File: config.mk
export PLATFORM = sky130hd
export DESIGN_NAME = fetch_predict
export DESIGN_NICKNAME = d
export VERILOG_FILES = /design/src/rtl/fetch_predict.sv
export SDC_FILE = /design/constraint.sdc
export NUM_CORES = 1
export LEC_CHECK = 0
export CORE_ASPECT_RATIO = 1.75
export CORE_MARGIN = 3
export CORE_UTILIZATION = 48
export DETAILED_ROUTE_END_ITERATION = 6
export PLACE_DENSITY = 0.87
export SYNTH_ARGS = -nofsm -noshare
export SYNTH_HDL_FRONTEND = slang
export SYNTH_SLANG_ARGS = --single-unit
File: constraint.sdc
create_clock -name i_clk -period 6.3 [get_ports i_clk]
set_input_delay 0.63 -clock i_clk [delete_from_list [all_inputs] [get_ports i_clk]]
set_output_delay 0.63 -clock i_clk [all_outputs]
set_load 0.05 [all_outputs]
File: src/rtl/fetch_predict.sv
// Fetch stage: owns the PC, predecodes the fetched word and predicts
// conditional branches with a bimodal table of 2-bit counters.
module fetch_predict #(
   parameter int unsigned           word_width  = 32,
   parameter logic [word_width-1:0] reset_pc    = '0,
   parameter int unsigned           bht_entries = 64
) (
   input  logic                  i_clk,
   input  logic                  i_rst,
   input  logic                  i_stall,
   input  logic                  i_halt,
   input  logic                  i_branch,
   input  logic [word_width-1:0] i_branch_addr,
   input  logic                  i_upd_valid,
   input  logic                  i_upd_taken,
   input  logic [word_width-1:0] i_upd_pc,
   output logic [word_width-1:0] o_imem_addr,
   input  logic [word_width-1:0] i_imem_rdata,
   output logic [word_width-1:0] o_fetch_inst,
   output logic [word_width-1:0] o_fetch_pc,
   output logic                  o_fetch_valid,
   output logic                  o_fetch_pred_taken,
   output logic [word_width-1:0] o_stat_branches,
   output logic [word_width-1:0] o_stat_mispredicts
);

   localparam int unsigned IDX_W = $clog2(bht_entries);
   localparam logic [6:0]  OP_BRANCH = 7'b1100011;
   localparam logic [1:0]  CTR_INIT  = 2'b01;

   logic [word_width-1:0] r_pc;
   logic                  r_halted;
   logic [1:0]            r_bht [bht_entries];
   logic [word_width-1:0] r_stat_br;
   logic [word_width-1:0] r_stat_mp;

   logic                  w_is_cond;
   logic [word_width-1:0] w_imm;
   logic [IDX_W-1:0]      w_idx;
   logic [IDX_W-1:0]      w_uidx;
   logic                  w_valid;
   logic                  w_pred;
   logic [word_width-1:0] w_pc_next;
   logic [1:0]            w_ctr_cur;
   logic [1:0]            w_ctr_next;
   logic                  w_br_full;
   logic                  w_mp_full;

   // predecode of the fetched word: conditional-branch flag and B-immediate
   assign w_is_cond = (i_imem_rdata[6:0] == OP_BRANCH);
   assign w_imm = {{(word_width-13){i_imem_rdata[31]}},
                   i_imem_rdata[31],
                   i_imem_rdata[7],
                   i_imem_rdata[30:25],
                   i_imem_rdata[11:8],
                   1'b0};

   // table indices drop the byte offset of word-aligned PCs
   assign w_idx  = r_pc[IDX_W+1:2];
   assign w_uidx = i_upd_pc[IDX_W+1:2];

   // the wrong-path word in a redirect cycle is squashed
   assign w_valid = ~r_halted & ~i_halt & ~i_branch & ~i_rst;
   assign w_pred  = w_is_cond & r_bht[w_idx][1] & w_valid;

   assign o_imem_addr        = r_pc;
   assign o_fetch_pc         = r_pc;
   assign o_fetch_inst       = i_imem_rdata;
   assign o_fetch_valid      = w_valid;
   assign o_fetch_pred_taken = w_pred;
   assign o_stat_branches    = r_stat_br;
   assign o_stat_mispredicts = r_stat_mp;

   assign w_br_full = &r_stat_br;
   assign w_mp_full = &r_stat_mp;

   // next-PC selection: redirect beats halt, halt beats stall, then prediction
   always_comb begin
      w_pc_next = r_pc + word_width'(4);
      if (i_branch) begin
         w_pc_next = i_branch_addr;
      end else if (r_halted | i_halt) begin
         w_pc_next = r_pc;
      end else if (i_stall) begin
         w_pc_next = r_pc;
      end else if (w_pred) begin
         w_pc_next = r_pc + w_imm;
      end
   end

   // saturating counter step for the entry being trained
   always_comb begin
      w_ctr_cur  = r_bht[w_uidx];
      w_ctr_next = w_ctr_cur;
      if (i_upd_taken) begin
         if (w_ctr_cur != 2'b11) w_ctr_next = w_ctr_cur + 2'b01;
      end else begin
         if (w_ctr_cur != 2'b00) w_ctr_next = w_ctr_cur - 2'b01;
      end
   end

   // program counter and sticky halt flag
   always_ff @(posedge i_clk or posedge i_rst) begin
      if (i_rst) begin
         r_pc     <= reset_pc;
         r_halted <= 1'b0;
      end else begin
         r_pc <= w_pc_next;
         if (i_halt) r_halted <= 1'b1;
      end
   end

   // branch history table; training ignores stall and halt, no read bypass
   always_ff @(posedge i_clk or posedge i_rst) begin
      if (i_rst) begin
         for (int i = 0; i < int'(bht_entries); i++) begin
            r_bht[i] <= CTR_INIT;
         end
      end else if (i_upd_valid) begin
         r_bht[w_uidx] <= w_ctr_next;
      end
   end

   // saturating branch and mispredict statistics
   always_ff @(posedge i_clk or posedge i_rst) begin
      if (i_rst) begin
         r_stat_br <= '0;
         r_stat_mp <= '0;
      end else if (i_upd_valid) begin
         if (!w_br_full) r_stat_br <= r_stat_br + word_width'(1);
         if (i_branch && !w_mp_full) r_stat_mp <= r_stat_mp + word_width'(1);
      end
   end

endmodule

==> results of run 1 <==
[path summary, 6_finish.rpt]
kind | start | to | slack, ns | cells past startpoint
max in group asynchronous | i_rst | o_stat_branches[29]$_DFFE_PP0P_ | 4.32 | 3
worst max register to register | o_fetch_pc[2]$_DFFE_PP0P_ | o_fetch_pc[31]$_DFFE_PP0P_ | 2.33 | 13
worst min-delay path | o_stat_branches[10]$_DFFE_PP0P_ | o_stat_branches[10]$_DFFE_PP0P_ | 0.50 | 1
worst min register to register | o_stat_branches[10]$_DFFE_PP0P_ | o_stat_branches[10]$_DFFE_PP0P_ | 0.50 | 1
worst max-delay path | o_fetch_pc[2]$_DFFE_PP0P_ | o_fetch_pred_taken | 1.35 | 8
min in group asynchronous | i_rst | o_fetch_pc[19]$_DFFE_PP0P_ | 0.57 | 2
[cell usage in the layout, fill, tap and decap left out, types with 25 or more instances in the layout]
cell / Yosys / final
mux2i_1: 29 / 29
clkdlybuf4s50_1: 0 / 210
a21oi_1: 82 / 82
nand3_1: 58 / 58
nor2_1: 124 / 124
mux2_2: 139 / 139
xor2_1: 28 / 28
o21ai_0: 54 / 54
xnor2_1: 61 / 61
dfstp_2: 64 / 64
ha_1: 33 / 33
dfrtp_1: 161 / 161
mux4_2: 25 / 25
nand2_1: 141 / 141
[flip-flops by register name, indices dropped and copies added (netlist names)]
signal and count:
r_bht 128, o_fetch_pc 32, o_stat_branches 32, o_stat_mispredicts 32, r_halted 1
[area by class of cell]
class	count	area, µm²	area share
clock buffer	29	648.1	0.03885
clock inverter	12	172.7	0.01035
inverter	25	97.59	0.005850
multi-input combinational	1014	7327	0.4392
sequential	225	5710	0.3423
tap	373	466.7	0.02798
timing repair buffer	230	2260	0.1355
[cell usage after synthesis (10+ instances only)]
library cell,instances,area share
a21o_1,14,0.0076
a21oi_1,82,0.030
a221oi_1,13,0.0082
and3_1,17,0.0077
buf_2,10,0.0036
buf_4,69,0.037
clkbuf_1,36,0.0097
dfrtp_1,161,0.29
dfstp_2,64,0.12
ha_1,33,0.030
inv_1,24,0.0065
mux2_2,139,0.11
mux2i_1,29,0.021
mux4_2,25,0.041
nand2_1,141,0.038
nand3_1,58,0.021
nand4_1,21,0.0095
nor2_1,124,0.034
nor3_1,24,0.0087
o21ai_0,54,0.019
o22ai_1,16,0.0072
xnor2_1,61,0.038
xor2_1,28,0.018
[stage by stage]
stage | power [µW] | hold slack [ns] | util | instance area [µm²]
6_report | 4518 | 0.4965 | 0.5921 | 16680
3_5_place_dp | 3042 | 0.4828 | 0.5630 | 15860
4_1_cts | 4549 | 0.4984 | 0.5921 | 16680
2_1_floorplan | 2688 | 0.4596 | - | 13880
5_1_grt | 4698 | 0.5200 | 0.5921 | 16680
3_3_place_gp | 3000 | 0.4736 | 0.5630 | 15860
[layer usage]
layer | global-route usage | wire [µm] | vias up
met2 | 0.4351 | 19940 | 678
met4 | 0.1481 | 2554 | 0
met3 | 0.04841 | 3190 | 194
li1 | - | - | 5201
met5 | 0 | 0 | -
met1 | 0.2585 | 13210 | 5643
[where the power goes]
part	internal, µW	switching, µW
sequential	1650	168
combinational	479	736
clock	894	592
total	3020	1500
[cell families after synthesis]
| logic type | after synthesis | share of synthesized area |
|---|---|---|
| AO/OA/AOI/OAI | 245 | 0.1088 |
| XOR/XNOR | 89 | 0.05616 |
| adder cells (fa/ha/maj) | 36 | 0.03263 |
| buffers and inverters | 150 | 0.06067 |
| flip-flops | 225 | 0.4114 |
| multiplexers | 195 | 0.1780 |
| AND/OR/NAND/NOR | 449 | 0.1523 |
[worst max-delay path, cell delays in order, from the launching register on]
cell and delay [ns]:
dfrtp_1 0.61, buf_4 0.46, mux4_2 0.32, mux2i_1 0.10
nand3b_1 0.19, nor4b_1 0.46, nand4b_2 0.48, inv_1 0.30
clkdlybuf4s50_1 0.86
==> summary.txt, run 1 <==
Placement
  – # port buffers: ~210
  – Post-DP HPWL: 27.60 mm
  – GPL Wtd Cong: 0.9331
  – Pre-CTS setup slack: around 1.3 ns
  – Cells after DPL: ~1.9k

Clocking
  – Worst-path clk slew: 0.06 ns
  – CTS resizes: 0
  – Clock Sinks: approximately 230
  – Worst-Skew Late Latency: about 0.53 ns
  – Hold-fix buffers, CTS: 0
  – H-tree depth: 1
  – CTS max path bufs: 3
  – Clock root cell: clkbuf_16
  – TritonCTS clock tree: done
  – Post-CTS Setup Bufs: 0
  – CTS buffer count: 23

Yosys
  – Top_reg_cell synth: dfrtp_1
  – Post-Syn Area: around 0.014 mm²
  – Syn Nets: roughly 1.5k
  – EDFF count, synth: 0
  – Post-synthesis instance total: about 1.4k
  – Ys async rst share: 1.000
  – Synth cell types: 70
  – Syn Area/Cell: ~10 µm²
  – Flops & latches, synth: between 200 and 250
  – YS warnings: 0
  – Post-synthesis sequential area ratio: 0.4114

Critical path
  – Crit end category: output port
  – WP data required: between 5 and 6 ns
  – Setup crit start kind: register
  – CP Max Fanout: 20
  – CP Class: reg2out
  – Crit path DAT: 4.32 ns

GRT
  – Pin count of the biggest net entering global routing: 199
  – Global Route Usage Sum: 0.2426
  – Congestion Overflow GR: 0
  – First-pass GRT wire length: just over 60 mm
  – Vias in the first global route: between 10k and 15k
  – Antenna violations before repair: 0

STA
  – Max_slew headroom: 0.2664
  – Slew Limit Fails: 0
  – Min cycle time layout: 4.954 ns
  – Fmax: 201.9 MHz
  – RSZ-0062 raised after global routing: no
  – Fin. Hold Viols: 0
  – Setup TNS: 0 ns
  – Clock skew: roughly 0.016 ns
  – Worst setup margin: between 1 and 1.5 ns
  – Setup violators final: 0
  – Slew @ Worst Pin: 1.085 ns
  – Final Cycle Share: 0.7863

Die
  – Chip width: between 100 and 150 µm
  – Die Height: approximately 230 µm
  – IO Count: between 200 and 300
  – Core area: approximately 0.028 mm²
  – Die area: between 0.03 and 0.04 mm²
  – Initial core utilization: 0.4926
  – Site Rows: 81

Drt
  – Routed Wire Length: about 39 mm
  – # DRC: 0
  – Wire per inst: 20.39 µm
  – First DRT Iteration DRCs: roughly 800
  – DR vias/cell: 6.140
  – Final ANT Viol Nets: 0
  – Vias: 11.72k
  – First-pass iteration count of the detailed router: 6

Layout
  – Filler Cell Count: between 2k and 2.5k
  – Share of post-route cells with drive strength above 1: 0.1980
  – Antenna diodes: 0
  – P&R area growth vs syn: 20.19%
  – Final layout net count: ~1.7k
  – Final non-filler cell total: between 1.5k and 2k

Power
  – Peak VDD IR: 0.3844 mV
  – Leakage: 0.006911 µW
  – Power Density: between 200 and 300 mW/mm²

Outcome
  – Status: finished clean

Hold path
  – Worst min path class: reg2reg

Job
  – Number of max-cap violations: 0
Note: power is estimated with default switching activity, not from simulation.
==> run 2, diff against run 1 <==
==> constraint.sdc (replaced) <==
create_clock -name i_clk -period 4.4 [get_ports i_clk]
set_input_delay 0.44 -clock i_clk [delete_from_list [all_inputs] [get_ports i_clk]]
set_output_delay 0.44 -clock i_clk [all_outputs]
set_load 0.05 [all_outputs]
==> summary.txt, run 2 (synthesis results as in run 1) <==
STA
  – Fmax: approximately 240 MHz
  – Clock skew: 0.02048 ns
  – Min cycle time layout: ~4.2 ns
  – Worst setup margin: roughly 0.15 ns
  – Slew Limit Fails: 0
  – RSZ-0062 raised after global routing: no
  – Slew @ Worst Pin: 1.058 ns
  – Setup TNS: 0 ns
  – Setup violators final: 0
  – Fin. Hold Viols: 0
  – Max_slew headroom: 0.2923
  – Final Cycle Share: 0.9649

Power
  – Leakage: ~0.0070 µW
  – Clock Power Share: 0.305
  – Logic gate share of total power: 0.281
  – Peak VDD IR: 0.4429 mV
  – Net Sw Frac: 0.3426
  – Power Density: ~370 mW/mm²
  – Pint: between 4000 and 5000 µW
  – Flop pwr share: 0.413
  – Net Switching: 2156 µW

Critical path
  – CP top delay family: buffers and inverters
  – Most used cell, CP: buf_4
  – Max incr delay on CP: roughly 0.81 ns
  – Crit path buf inv count: 4
  – CP Class: reg2out
  – Levels on crit path: 9
  – Crit end category: output port
  – Cell chain of the critical path: buf_4 -> mux4_2 -> mux2_2 -> a21o_1 -> a21oi_1 -> nand4b_2 -> buf_4 -> inv_1 -> buf_4
  – Crit path DAT: 3.81 ns
  – Crit-path slowest cell: dfrtp_1
  – CP Max Fanout: 14
  – WP data required: approximately 4.0 ns
  – Setup crit start kind: register
  – Worst reg2reg path depth: 11

Clocking
  – Clock Sinks: between 200 and 250
  – Worst-path clk slew: approximately 0.070 ns
  – CTS resizes: 0
  – CTS buffer count: 23
  – Worst-Skew Late Latency: approximately 0.54 ns
  – TritonCTS clock tree: done
  – Hold-fix buffers, CTS: 0
  – Clock root cell: clkbuf_16
  – CTS max path bufs: 3
  – Post-CTS Setup Bufs: 0
  – H-tree depth: 1

Drt
  – First DRT Iteration DRCs: between 800 and 900
  – Routed Wire Length: between 30 and 40 mm
  – Final ANT Viol Nets: 0
  – Vias: 11.73k
  – Wire per inst: roughly 20 µm
  – # DRC: 1
  – First-pass iteration count of the detailed router: 7
  – DR vias/cell: between 6 and 7

Layout
  – Antenna diodes: 0
  – Most frequent cells in the layout: 209 x clkdlybuf4s50_1, 161 x dfrtp_1, 141 x nand2_1
  – Biggest register: r_bht
  – Commonest non-fill, non-tap cell in the layout: clkdlybuf4s50_1
  – Share of post-route cells with drive strength above 1: 0.2094
  – Final layout net count: about 1.7k
  – P&R area growth vs syn: 20.94%
  – Final non-filler cell total: a little under 2k
  – Max reg flops: about 130

Job
  – Number of max-cap violations: 0

Die
  – Die area: about 0.031 mm²
  – Core area: roughly 0.028 mm²
  – Site Rows: between 80 and 90
  – Initial core utilization: 0.4926
  – IO Count: roughly 270
  – Chip width: 134.5 µm
  – Die Height: roughly 230 µm

GRT
  – Pin count of the biggest net entering global routing: between 70 and 80
  – Vias in the first global route: 12.03k
  – Congestion Overflow GR: 0
  – Antenna violations before repair: 0
  – First-pass GRT wire length: 62.62 mm
  – Global Route Usage Sum: 0.2483

Outcome
  – Status: finished, violations left
  – Failing checks: DRC

Placement
  – Post-DP HPWL: 28.35 mm
  – # port buffers: 212
  – Cells after DPL: about 1.9k
  – GPL Wtd Cong: 0.9647
  – Pre-CTS setup slack: between 0.4 and 0.5 ns

Hold path
  – Worst hold stages: 3
  – Worst min path class: in2reg
-- run 2: cell count changes in the layout (fill, tap and decap cells not counted), sizes merged --
cell           before  now
buf                20   42
bufinv              4    1
clkbuf             29   27
clkinv              5    8
clkinvlp            3    5
inv                25   26
clkdlybuf4s50     210  209
-- run 2: worst paths after layout --
path	startpoint	slack, ns	endpoint
max	o_fetch_pc[2]$_DFFE_PP0P_	0.15	o_fetch_pred_taken
min	i_branch_addr[7]	0.46	o_fetch_pc[7]$_DFFE_PP0P_
max reg2reg	o_fetch_pc[3]$_DFFE_PP0P_	0.35	o_fetch_pc[18]$_DFFE_PP0P_
min reg2reg	o_stat_branches[10]$_DFFE_PP0P_	0.49	o_stat_branches[10]$_DFFE_PP0P_
max in group asynchronous	i_rst	2.79	o_stat_branches[29]$_DFFE_PP0P_
min in group asynchronous	i_rst	0.50	o_fetch_pc[15]$_DFFE_PP0P_
-- run 2: area by class of cell --
type	count	area [µm²]
Multi-Input combinational cell	1014	7327
Fill cell	2311	11390
Timing Repair Buffer	251	2452
Inverter	25	97.59
Tap cell	373	466.7
Sequential cell	225	5710
Clock buffer	27	610.6
Clock inverter	15	121.4
-- run 2: per-layer routing --
metal | track usage | up-vias | wire length (µm)
met5 | 0 | - | 0
met4 | 0.1449 | 0 | 2454
met3 | 0.04950 | 177 | 3025
met2 | 0.4476 | 636 | 20220
met1 | 0.2656 | 5666 | 13780
li1 | - | 5252 | -
-- run 2: worst reg2reg max path, stage by stage (launching register included) --
cell and delay (ns):
dfrtp_1 0.73, ha_1 0.50, inv_1 0.06, o21ai_0 0.31
a21oi_1 0.15, o21ai_0 0.63, a211oi_1 0.19, o21ai_0 0.63
a21oi_1 0.18, xnor2_1 0.16, a211oi_1 0.27, o31ai_1 0.09
-- run 2: per-stage QoR --
stage | power [µW] | instance area (µm²) | hold WS [ns] | utilization
global route | 6571 | 16790 | 0.4723 | 0.5958
detailed placement | 4388 | 16050 | 0.4812 | 0.5698
floorplan | 3849 | 13880 | 0.4596 | -
CTS | 6331 | 16790 | 0.4479 | 0.5958
finish | 6291 | 16790 | 0.4633 | 0.5958
global placement | 4328 | 16050 | 0.4728 | 0.5698
-- run 2: power groups by stage --
stage / Sequential, µW / Clock [µW] / Combinational, µW
global route: 2630 / 2060 / 1880
CTS: 2590 / 1970 / 1770
detailed placement: 2630 / 0 / 1760
floorplan: 2860 / 0 / 991
finish: 2600 / 1920 / 1770
global placement: 2610 / 0 / 1720
==> run 3, diff against run 2 <==
--- a/config.mk
+++ b/config.mk
@@ -9,7 +9,7 @@
 export CORE_MARGIN = 3
 export CORE_UTILIZATION = 48
 export DETAILED_ROUTE_END_ITERATION = 6
-export PLACE_DENSITY = 0.87
+export PLACE_DENSITY = 0.77
 export SYNTH_ARGS = -nofsm -noshare
 export SYNTH_HDL_FRONTEND = slang
 export SYNTH_SLANG_ARGS = --single-unit
==> summary.txt, run 3 (synthesis results as in run 1) <==
Outcome
  – Status: finished clean

Die
  – Chip width: around 130 µm
  – IO Count: around 270
  – Initial core utilization: 0.4926
  – Die Height: 231.0 µm
  – Site Rows: 81
  – Core area: between 0.02 and 0.03 mm²
  – Die area: approximately 0.031 mm²

STA
  – Final Cycle Share: 0.9089
  – Setup violators final: 0
  – Fin. Hold Viols: 0
  – Slew @ Worst Pin: 0.9513 ns
  – Min cycle time layout: around 4 ns
  – Slew Limit Fails: 0
  – Setup TNS: 0 ns
  – Max_slew headroom: 0.3635
  – RSZ-0062 raised after global routing: no
  – Fmax: between 200 and 300 MHz
  – Clock skew: a little under 0.009 ns

Clocking
  – Clock root cell: clkbuf_16
  – Clock Sinks: 225
  – Worst-path clk slew: about 0.070 ns
  – Post-CTS Setup Bufs: 0
  – CTS max path bufs: 3
  – Hold-fix buffers, CTS: 0
  – CTS resizes: 0
  – H-tree depth: 1
  – TritonCTS clock tree: done
  – CTS buffer count: 23
  – Worst-Skew Late Latency: ~0.53 ns

Placement
  – GPL Wtd Cong: around 0.98
  – # port buffers: around 210
  – Post-DP HPWL: 28.18 mm

Critical path
  – Critical Path End: o_fetch_pred_taken
  – Crit path DAT: approximately 3.6 ns
  – Setup crit start kind: register
  – R2r startpoint: o_fetch_pc[3]$_DFFE_PP0P_
  – Crit Reg-Reg Endpoint: o_fetch_pc[30]$_DFFE_PP0P_
  – CP Class: reg2out
  – WP data required: between 3 and 4 ns
  – Launch point of the worst path: o_fetch_pc[2]$_DFFE_PP0P_
  – CP Max Fanout: 13
  – Reg2reg setup slack: approximately 0.7 ns
  – Crit end category: output port
  – Worst reg2reg path depth: 11

Hold path
  – Worst min path class: in2async

Drt
  – DR vias/cell: roughly 6
  – Routed Wire Length: about 40 mm
  – Wire per inst: 20.16 µm
  – Final ANT Viol Nets: 0
  – Vias: 11.60k
  – First-pass iteration count of the detailed router: 5
  – First DRT Iteration DRCs: roughly 770
  – # DRC: 0

Job
  – Number of max-cap violations: 0

Layout
  – Final layout net count: ~1.7k
  – P&R area growth vs syn: 21.36%
  – Most frequent cells in the layout: 209 x clkdlybuf4s50_1, 161 x dfrtp_1, 141 x nand2_1
  – Antenna diodes: 0
  – Commonest non-fill, non-tap cell in the layout: clkdlybuf4s50_1
  – Filler Cell Count: 2431
  – Share of post-route cells with drive strength above 1: 0.2095
  – Biggest register: r_bht
  – Max reg flops: 128

Power
  – Leakage: around 0.007 µW
  – Total power: between 6000 and 7000 µW
  – Power Density: about 380 mW/mm²
  – Peak VDD IR: 0.4390 mV

GRT
  – Global Route Usage Sum: 0.2461
  – Vias in the first global route: 11.99k
  – Pin count of the biggest net entering global routing: approximately 130
  – First-pass GRT wire length: slightly above 60 mm
  – Congestion Overflow GR: 0
  – Antenna violations before repair: 0
==> run 3: worst min path at each step <==
stage / to / cells after the start / slack (ns) / from
floorplan: r_halted$_DFFE_PP0P_ / 1 / 0.46 / r_halted$_DFFE_PP0P_
global placement: r_halted$_DFFE_PP0P_ / 1 / 0.47 / r_halted$_DFFE_PP0P_
detailed placement: o_stat_branches[21]$_DFFE_PP0P_ / 1 / 0.48 / o_stat_branches[21]$_DFFE_PP0P_
CTS: o_fetch_pc[24]$_DFFE_PP0P_ / 2 / 0.30 / i_rst
global route: r_halted$_DFFE_PP0P_ / 2 / 0.34 / i_rst
finish: r_halted$_DFFE_PP0P_ / 2 / 0.30 / i_rst
==> run 3: through the flow <==
stage | setup WS, ns | cell area (µm²) | std cells | util | hold WS [ns]
floorplan | 1.046 | 13880 | 1389 | - | 0.4596
global placement | 0.5451 | 16050 | 1887 | 0.5697 | 0.4731
detailed placement | 0.5146 | 16050 | 1887 | 0.5697 | 0.4821
CTS | 0.3952 | 16840 | 1929 | 0.5979 | 0.2992
global route | 0.2369 | 16840 | 1929 | 0.5979 | 0.3397
finish | 0.4007 | 16840 | 1929 | 0.5979 | 0.2981
==> run 3: layout make-up <==
cell class / count / area (µm²) / area share
Clock buffer: 27 / 610.6 / 0.03625
Clock inverter: 15 / 182.7 / 0.01084
Inverter: 25 / 97.59 / 0.005794
Multi-Input combinational cell: 1014 / 7332 / 0.4353
Sequential cell: 225 / 5710 / 0.3390
Tap cell: 373 / 466.7 / 0.02771
Timing Repair Buffer: 250 / 2445 / 0.1451
==> run 3: worst max-delay path, cell delays in order, from the launching register on <==
cell	delay (ns)
dfrtp_1	0.64
buf_4	0.37
mux4_2	0.56
mux2_2	0.30
a21o_1	0.22
a21oi_1	0.20
nand4b_2	0.20
buf_4	0.21
inv_1	0.12
buf_4	0.21
==> run 3: where the power goes <==
| group | internal [µW] | switching, µW | leakage, µW | total [µW] |
|---|---|---|---|---|
| Sequential | 2360 | 231 | 0.00280 | 2590 |
| Clock | 1190 | 882 | 0.000383 | 2070 |
| Combinational | 707 | 1050 | 0.00382 | 1760 |
==> run 3: routing by layer <==
layer	vias up	track usage	part of all wire	wire (µm)
met4	0	0.1220	0.047	1827
met1	5729	0.2595	0.35	13480
met2	510	0.4580	0.53	20700
li1	5244	-	-	-
met3	120	0.04972	0.074	2873
met5	-	0	0	0
